File: src/rtl/uart_resp_arbiter.sv
// Round-robin arbiter sharing one UART response channel between NUM_REQ requesters.
// Optional WAIT-state watchdog with sticky tx_err enabled by defining RESP_TIMEOUT_EN.
module uart_resp_arbiter #(
    parameter int unsigned NUM_REQ   = 3,
    parameter int unsigned TO_CYCLES = 65535
) (
    input  logic                   clk,
    input  logic                   rst_n,
    input  logic [NUM_REQ-1:0]     req_i,
    input  logic [8*NUM_REQ-1:0]   req_data_i,
    output logic [NUM_REQ-1:0]     ack_o,
    output logic                   busy_o,
    output logic                   send_resp_o,
    output logic [7:0]             resp_o,
    input  logic                   resp_sent_i,
    input  logic                   clr_err_i,
    output logic                   tx_err_o
);

    localparam int unsigned IdxW = $clog2(NUM_REQ);

    typedef enum logic [1:0] {StIdle, StSend, StWait, StAck} state_e;

    state_e             state_q, state_d;
    logic [IdxW-1:0]    ptr_q, ptr_d;
    logic [IdxW-1:0]    owner_q, owner_d;
    logic [NUM_REQ-1:0] ack_q, ack_d;
    logic               busy_q, busy_d;
    logic               send_q, send_d;
    logic [7:0]         resp_q, resp_d;
    logic               rs_prev_q;
    logic               grant_valid;
    logic [IdxW-1:0]    grant_idx;
    logic               sent_rise;

    assign sent_rise = resp_sent_i && !rs_prev_q;

    // Scan from the highest offset down so the first set index after ptr wins.
    always_comb begin
        grant_valid = 1'b0;
        grant_idx   = '0;
        for (int i = NUM_REQ - 1; i >= 0; i--) begin
            if (req_i[(int'(ptr_q) + i) % NUM_REQ]) begin
                grant_valid = 1'b1;
                grant_idx   = IdxW'((int'(ptr_q) + i) % NUM_REQ);
            end
        end
    end

`ifdef RESP_TIMEOUT_EN
    logic [31:0] cnt_q, cnt_d;
    logic        err_q, err_d;
    logic        err_set;
`else
    logic        unused_clr;
    logic [31:0] unused_to;
    assign unused_clr = clr_err_i;
    assign unused_to  = TO_CYCLES;
`endif

    always_comb begin
        state_d = state_q;
        ptr_d   = ptr_q;
        owner_d = owner_q;
        ack_d   = '0;
        busy_d  = busy_q;
        send_d  = 1'b0;
        resp_d  = resp_q;
`ifdef RESP_TIMEOUT_EN
        cnt_d   = cnt_q;
        err_set = 1'b0;
`endif
        unique case (state_q)
            StIdle: begin
                if (grant_valid) begin
                    owner_d = grant_idx;
                    resp_d  = req_data_i[8*int'(grant_idx) +: 8];
                    busy_d  = 1'b1;
                    send_d  = 1'b1;
                    state_d = StSend;
                end
            end
            StSend: begin
                state_d = StWait;
`ifdef RESP_TIMEOUT_EN
                cnt_d   = '0;
`endif
            end
            StWait: begin
                if (sent_rise) begin
                    ack_d   = NUM_REQ'(1) << owner_q;
                    state_d = StAck;
                end
`ifdef RESP_TIMEOUT_EN
                else if (cnt_q == TO_CYCLES - 1) begin
                    // Release the requester anyway so a dead UART cannot stall it.
                    err_set = 1'b1;
                    ack_d   = NUM_REQ'(1) << owner_q;
                    state_d = StAck;
                end else begin
                    cnt_d = cnt_q + 32'd1;
                end
`endif
            end
            StAck: begin
                busy_d  = 1'b0;
                ptr_d   = IdxW'((int'(owner_q) + 1) % NUM_REQ);
                state_d = StIdle;
            end
            default: state_d = StIdle;
        endcase
`ifdef RESP_TIMEOUT_EN
        err_d = err_set ? 1'b1 : (clr_err_i ? 1'b0 : err_q);
`endif
    end

    always_ff @(posedge clk or negedge rst_n) begin
        if (!rst_n) begin
            state_q   <= StIdle;
            ptr_q     <= '0;
            owner_q   <= '0;
            ack_q     <= '0;
            busy_q    <= 1'b0;
            send_q    <= 1'b0;
            resp_q    <= 8'h00;
            rs_prev_q <= 1'b0;
        end else begin
            state_q   <= state_d;
            ptr_q     <= ptr_d;
            owner_q   <= owner_d;
            ack_q     <= ack_d;
            busy_q    <= busy_d;
            send_q    <= send_d;
            resp_q    <= resp_d;
            rs_prev_q <= resp_sent_i;
        end
    end

`ifdef RESP_TIMEOUT_EN
    always_ff @(posedge clk or negedge rst_n) begin
        if (!rst_n) begin
            cnt_q <= '0;
            err_q <= 1'b0;
        end else begin
            cnt_q <= cnt_d;
            err_q <= err_d;
        end
    end
    assign tx_err_o = err_q;
`else
    assign tx_err_o = 1'b0;
`endif

    assign ack_o       = ack_q;
    assign busy_o      = busy_q;
    assign send_resp_o = send_q;
    assign resp_o      = resp_q;

endmodule

File: config.mk
export PLATFORM = sky130hd
export DESIGN_NAME = uart_resp_arbiter
export DESIGN_NICKNAME = d
export VERILOG_FILES = /design/src/rtl/uart_resp_arbiter.sv
export SDC_FILE = /design/constraint.sdc
export NUM_CORES = 1
export LEC_CHECK = 0
export CAP_MARGIN = 20
export CORE_MARGIN = 2
export CORE_UTILIZATION = 49
export DETAILED_ROUTE_END_ITERATION = 7
export GPL_TIMING_DRIVEN = 0
export PLACE_DENSITY = 0.85
export SLEW_MARGIN = 0
export SYNTH_ARGS = -nofsm -noshare
export SYNTH_HDL_FRONTEND = slang
export SYNTH_SLANG_ARGS = --single-unit
File: constraint.sdc
create_clock -name clk -period 6.15 [get_ports clk]
set_clock_uncertainty 0.05 [all_clocks]
set_input_delay 0.9225 -clock clk [delete_from_list [all_inputs] [get_ports clk]]
set_output_delay 0.9225 -clock clk [all_outputs]
set_load 0.02 [all_outputs]
# --- Yosys cells after proc, flatten, opt, wreduce, memory -nomap -nowiden ---
# Cells that the tools add are included.
classes:
  order_cmp: 3
  eq_ne: 5
  reduce_logical: 7
  n_mux: 21
  shifts: 2
  n_addsub: 3
  div: 4
ops:
  columns: ["operator", "n"]
  rows:
  - ["$lt A32 B3 Y1 const B", 3]
  - ["$mod A32 B2 Y32 const B", 3]
  - ["$mod A2 B2 Y32 const B", 1]
  - ["$shiftx A24 B6 Y8", 1]
  - ["$mux W2", 5]
  - ["$mux W1", 9]
  - ["$pmux W2 S4", 1]
  - ["$add A2 B1 Y3 const B", 2]
  - ["$bmux W1 S2", 3]
  - ["$mux W3", 2]
  - ["$reduce_and A2 Y1", 3]
  - ["$eq A2 B2 Y1 const B", 2]
  - ["$ne A2 B2 Y1 const B", 2]
  - ["$add A2 B2 Y3 const B", 1]
  - ["$shl A1 B2 Y3 const A", 1]
  - ["$eq A2 B1 Y1 const B", 1]
  - ["$logic_not A2 Y1", 1]
  - ["$pmux W1 S2", 1]
  - ["$reduce_bool A2 Y1", 1]
  - ["$logic_and A1 B1 Y1", 1]
  - ["$logic_not A1 Y1", 1]
word_totals:
  input_bits: 31
  regBits: 20
  out_inout_bits: 14
  word_cells: 53

# --- Depth between registers and ports, before layout ---
depth:
  depth_word: 9
  ltp_mapped: 9
  depth_no_buf: 7

# --- Least setup slack after synthesis ---
# Ideal clock, no wire load.
synth_path:
  kind: "input-to-reg"
  from: "input req_i[0]"
  to: "register busy_q (netlist: busy_o)"
  cell_stages: 5
  t_arrival_ps: 2303
  required_ps: 5979
  setup_slack_ps: 3676
  setup_time_ps: 121
  path_buffers: 0
  path_cell_list: "mux2_4 -> mux2_4 -> nor4_4 -> mux2_1 -> a22o_1"
synth_between:
  elab_chain_cells: 7
  word_cells_on_any_way: 11
  cone_classes: "eq/ne: 1; mux: 9; reduce/logical: 1"
synth_rtl:
  columns: ["item", "line", "text"]
  rows:
  - ["start, declared", "9", "input logic [NUM_REQ-1:0] req_i,"]
  - ["$bmux W1 S2", "43", "if (req_i[(int'(ptr_q) + i) % NUM_REQ]) begin"]
  - ["$mux W1 (not written as such)", "43", null]
  - ["$mux W1 (2 in series)", "43", null]
  - ["$mux W1 *", "43", null]
  - ["$ne A2 B2 Y1 (no line) *", null, null]
  - ["$reduce_and A2 Y1 (no line) *", null, null]
  - ["end signal, assigned", "132", "busy_q <= busy_d;"]
  - ["end, declared", "28", "logic busy_q, busy_d;"]
# Every way passes the cells marked *; elsewhere a longest branch is shown, timed or not. The select of a mux whose other input is x is not followed.
# A chain may end at the register's enable or synchronous reset.

# --- Worst setup path after layout ---
layout_path:
  from: "input req_i[2]"
  to: "register state_q[1]"
layout_between:
  elab_chain_cells: 7
  word_cells_on_any_way: 11
  cone_classes: "eq/ne: 1; mux: 9; reduce/logical: 1"
layout_rtl:
  columns: ["item", "line", "text"]
  rows:
  - ["$bmux W1 S2", "43", null]
  - ["$mux W1 (not written as such)", "43", null]
  - ["$mux W1 (2 in series)", "43", null]
  - ["$mux W1 *", "43", null]
  - ["$ne A2 B2 Y1 (no line) *", null, null]
  - ["$reduce_and A2 Y1 (no line) *", null, null]
  - ["end signal, assigned", "119", "state_q <= StIdle;"]
  - ["end signal, assigned", "128", "state_q <= state_d;"]
  - ["end, declared", "24", "state_e state_q, state_d;"]
# Marks and branches as above.

==> flow_summary_export.csv <==
group,metric,value,unit
run_status,status,"finished clean",
drt,drc,0,
sta,finalCritPeriodShare,47.1,%
sta,maxSlewViolCount,0,
synth,syn-cell-area,0.00136,mm^2
worst_setup_path,required,6.29,ns
hold_path,holdPathEnd,"resp_o[1]$_DFFE_PN0P_",
drt,vias,1138,
synth,seq_area_frac_synth,36.9,%
synth,synthDistinctLibCells,35,
place,hpwl,2.38,mm
sta,setup_ws,3.26,ns
sta,max-slew-margin-rel,43.4,%
worst_setup_path,cp-end-kind,"flip-flop",
synth,synth-seq-cells,20,
hold_path,worstHoldPathCells,2,
sta,worst_pin_slew,0.846,ns
floorplanning,core-area,0.00269,mm^2
drt,wire_per_inst,14.1,um
worst_setup_path,critPathKind,"input pin to flip-flop",
drt,firstDrtPassIters,4,
drt,postRouteAntennaNets,0,
final_layout,antennaDiodeCount,0,
pwr,p_per_area,490,mW/mm^2
clock_tree,holdBufCountCts,0,
floorplanning,start_util,50.5,%
hold_path,min-delay-start,"resp_o[1]$_DFFE_PN0P_",
drt,drt-vias-per-instance,5.34,
final_layout,syn_to_final_growth,36.5,%
worst_setup_path,timing.rr.end,"state_q[1]$_DFFE_PN0P_",
clock_tree,clk_path_buf_depth,2,
final_layout,fin_nets,224,
clock_tree,cts_made_buffers,3,
clock_tree,post_cts_resized,0,
clock_tree,clock_sinks,20,
final_layout,final_common_cell,"clkdlybuf4s50_1",
global_routing,grt_antenna_before_repair,0,
place,portBuffers,42,
pwr,power,0.908,mW
global_routing,grt_use_total,20.5,%
worst_setup_path,cp_max_fo,7,
worst_setup_path,r2r-start,"ptr_q[1]$_DFFE_PN0P_",
worst_setup_path,path_cells,"clkdlybuf4s50_1 -> mux2_4 -> mux2_4 -> nor4_4 -> a22o_1 -> mux2_1",
final_layout,fin_util,69.0,%
worst_setup_path,setup.worst_path.start_class,"input pin",
worst_setup_path,crit_path_top_delay_cell,"clkdlybuf4s50_1",
synth,synth.avg_cell_area,9.98,um^2
drt,drt_iter0_markers,34,
sta,hold_violations,0,
worst_setup_path,startpoint,"req_i[2]",
worst_setup_path,ff2ff_setup_slack,3.58,ns
sta,fmax,345,MHz
global_routing,overflow,0,
sta,grt_setup_unrepaired,"no",
sta,setup_viol,0,
pwr,leakagePower,0.805,nW
place,gp_congestion,0.850,
worst_setup_path,rr_worst_depth,8,
global_routing,grt_first_pass_wirelength,5.08,mm
drt,wirelength,3.01,mm
global_routing,grt_pass1_vias,1115,
clock_tree,clkTransAtPathRegs,0.11,ns
clock_tree,cts_root_buffer,"clkbuf_4",
hold_path,min_path_type,"flip-flop to flip-flop",
synth,syn_nets,177,
synth,synth_cells,136,
clock_tree,cts_tree,"built",
floorplanning,die_x,56.6,um
final_layout,drive_gt1_share,9.89,%
worst_setup_path,crit_top_cell,"mux2_4",
sta,min_period,2.89,ns
job,drv_cap,0,
floorplanning,rows,19,
worst_setup_path,arrival,3.03,ns
synth,synth_warnings,0,
floorplanning,fp.dieArea,0.00321,mm^2
clock_tree,cts.htree.levels,1,
pwr,ir_drop,0.000290,V
worst_setup_path,cpPeakStageDelay,0.51,ns
floorplanning,pin_count,45,
sta,setup_tns,0,ns
clock_tree,post_cts.repair.setup_buffers,0,
final_layout,nFillCells,210,
clock_tree,insertion_delay,0.29,ns
floorplanning,die_height,56.6,um
global_routing,grt_max_degree,21,
place,place_ws,2.99,ns
final_layout,final_cell_mix,"clkdlybuf4s50_1 (42), dfrtp_1 (20), nand2_1 (13)",
==> registers in the layout (all words and copies together) (netlist names) <==
signal       cells
rs_prev_q        1
ack_o            3
state_q          2
busy_o           1
ptr_q            2
resp_o           8
send_resp_o      1
owner_q          2
==> worst max-delay path by stage <==
stage,to,slack [ns]
3_5_place_dp,state_q[1]$_DFFE_PN0P_,2.99
6_report,state_q[1]$_DFFE_PN0P_,3.26
2_1_floorplan,busy_o$_DFFE_PN0P_,3.68
3_3_place_gp,busy_o$_DFFE_PN0P_,3.08
4_1_cts,state_q[1]$_DFFE_PN0P_,3.28
5_1_grt,resp_o[6]$_DFFE_PN0P_,3.24
==> cell type report <==
class                   count  area [um^2]  area share [%]
clock buffers               4         36.3            1.96
multi-input cells         100          767            41.4
plain buffers               7         56.3            3.04
repair buffers             42          420            22.7
flip-flops and latches     20          500            27.0
inverters                   9         33.8            1.82
well taps                  31         38.8            2.09
==> kinds of logic after synthesis <==
family / Yosys count / synth area share [%]
multiplexers: 7 / 6.08
buffers and inverters: 16 / 6.64
AND/OR/NAND/NOR: 46 / 18.2
adder cells (fa/ha/maj): 10 / 9.22
flip-flops: 20 / 36.9
AO/OA/AOI/OAI: 36 / 22.7
other: 1 / 0.276
==> cell usage after synthesis <==
master | number | area (um^2)
a211oi_1 | 1 | 7.51
a21boi_2 | 1 | 11.3
a21oi_1 | 2 | 10.0
a221oi_1 | 8 | 70.1
a22o_1 | 2 | 17.5
a22oi_1 | 1 | 7.51
a32oi_1 | 1 | 8.76
and2_1 | 11 | 68.8
and2b_1 | 2 | 15.0
buf_1 | 2 | 7.51
buf_4 | 2 | 15.0
buf_6 | 3 | 33.8
conb_1 | 1 | 3.75
dfrtp_1 | 20 | 500
ha_1 | 10 | 125
inv_1 | 9 | 33.8
mux2_1 | 2 | 22.5
mux2_4 | 2 | 30.0
mux2i_1 | 3 | 30.0
nand2_1 | 13 | 48.8
nand2b_1 | 4 | 25.0
nand4b_1 | 1 | 8.76
nor2_1 | 11 | 41.3
nor4_4 | 1 | 21.3
o21ai_0 | 4 | 20.0
o21ai_1 | 1 | 5.00
o21ba_2 | 1 | 10.0
o22ai_1 | 1 | 6.26
o31a_1 | 1 | 8.76
o31ai_1 | 9 | 67.6
o31ai_4 | 1 | 21.3
o32ai_1 | 1 | 8.76
o41ai_4 | 1 | 27.5
or2_1 | 1 | 6.26
or2_2 | 2 | 12.5
==> per-layer routing <==
| metal | global-route usage (%) | part of all wire (%) | vias up |
|---|---|---|---|
| met5 | 0 | 0 | - |
| met4 | 9.18 | 2.5 | 0 |
| met3 | 2.07 | 2.5 | 8 |
| met2 | 33.6 | 49 | 27 |
| met1 | 27.2 | 46 | 530 |
| li1 | - | - | 573 |
==> worst max-delay path: cells and delay by family <==
kind,cells,cell delay (ns)
mux,3,0.98
compound gates,1,0.24
simple gates,1,0.37
buf+inv,1,0.51
==> where the power goes <==
group          internal (mW)  switching, mW
logic                  0.278          0.335
clock network         0.0361         0.0396
registers              0.187         0.0323
total                  0.501          0.407
==> per-stage QoR <==
step | hold slack, ns | instances | area (um^2)
finish | 0.434 | 213 | 1850
global route | 0.464 | 213 | 1850
CTS | 0.440 | 213 | 1850
detailed placement | 0.415 | 209 | 1820
global placement | 0.410 | 209 | 1820
floorplan | 0.422 | 136 | 1360
No activity file was read; power rests on OpenSTA's default activity.
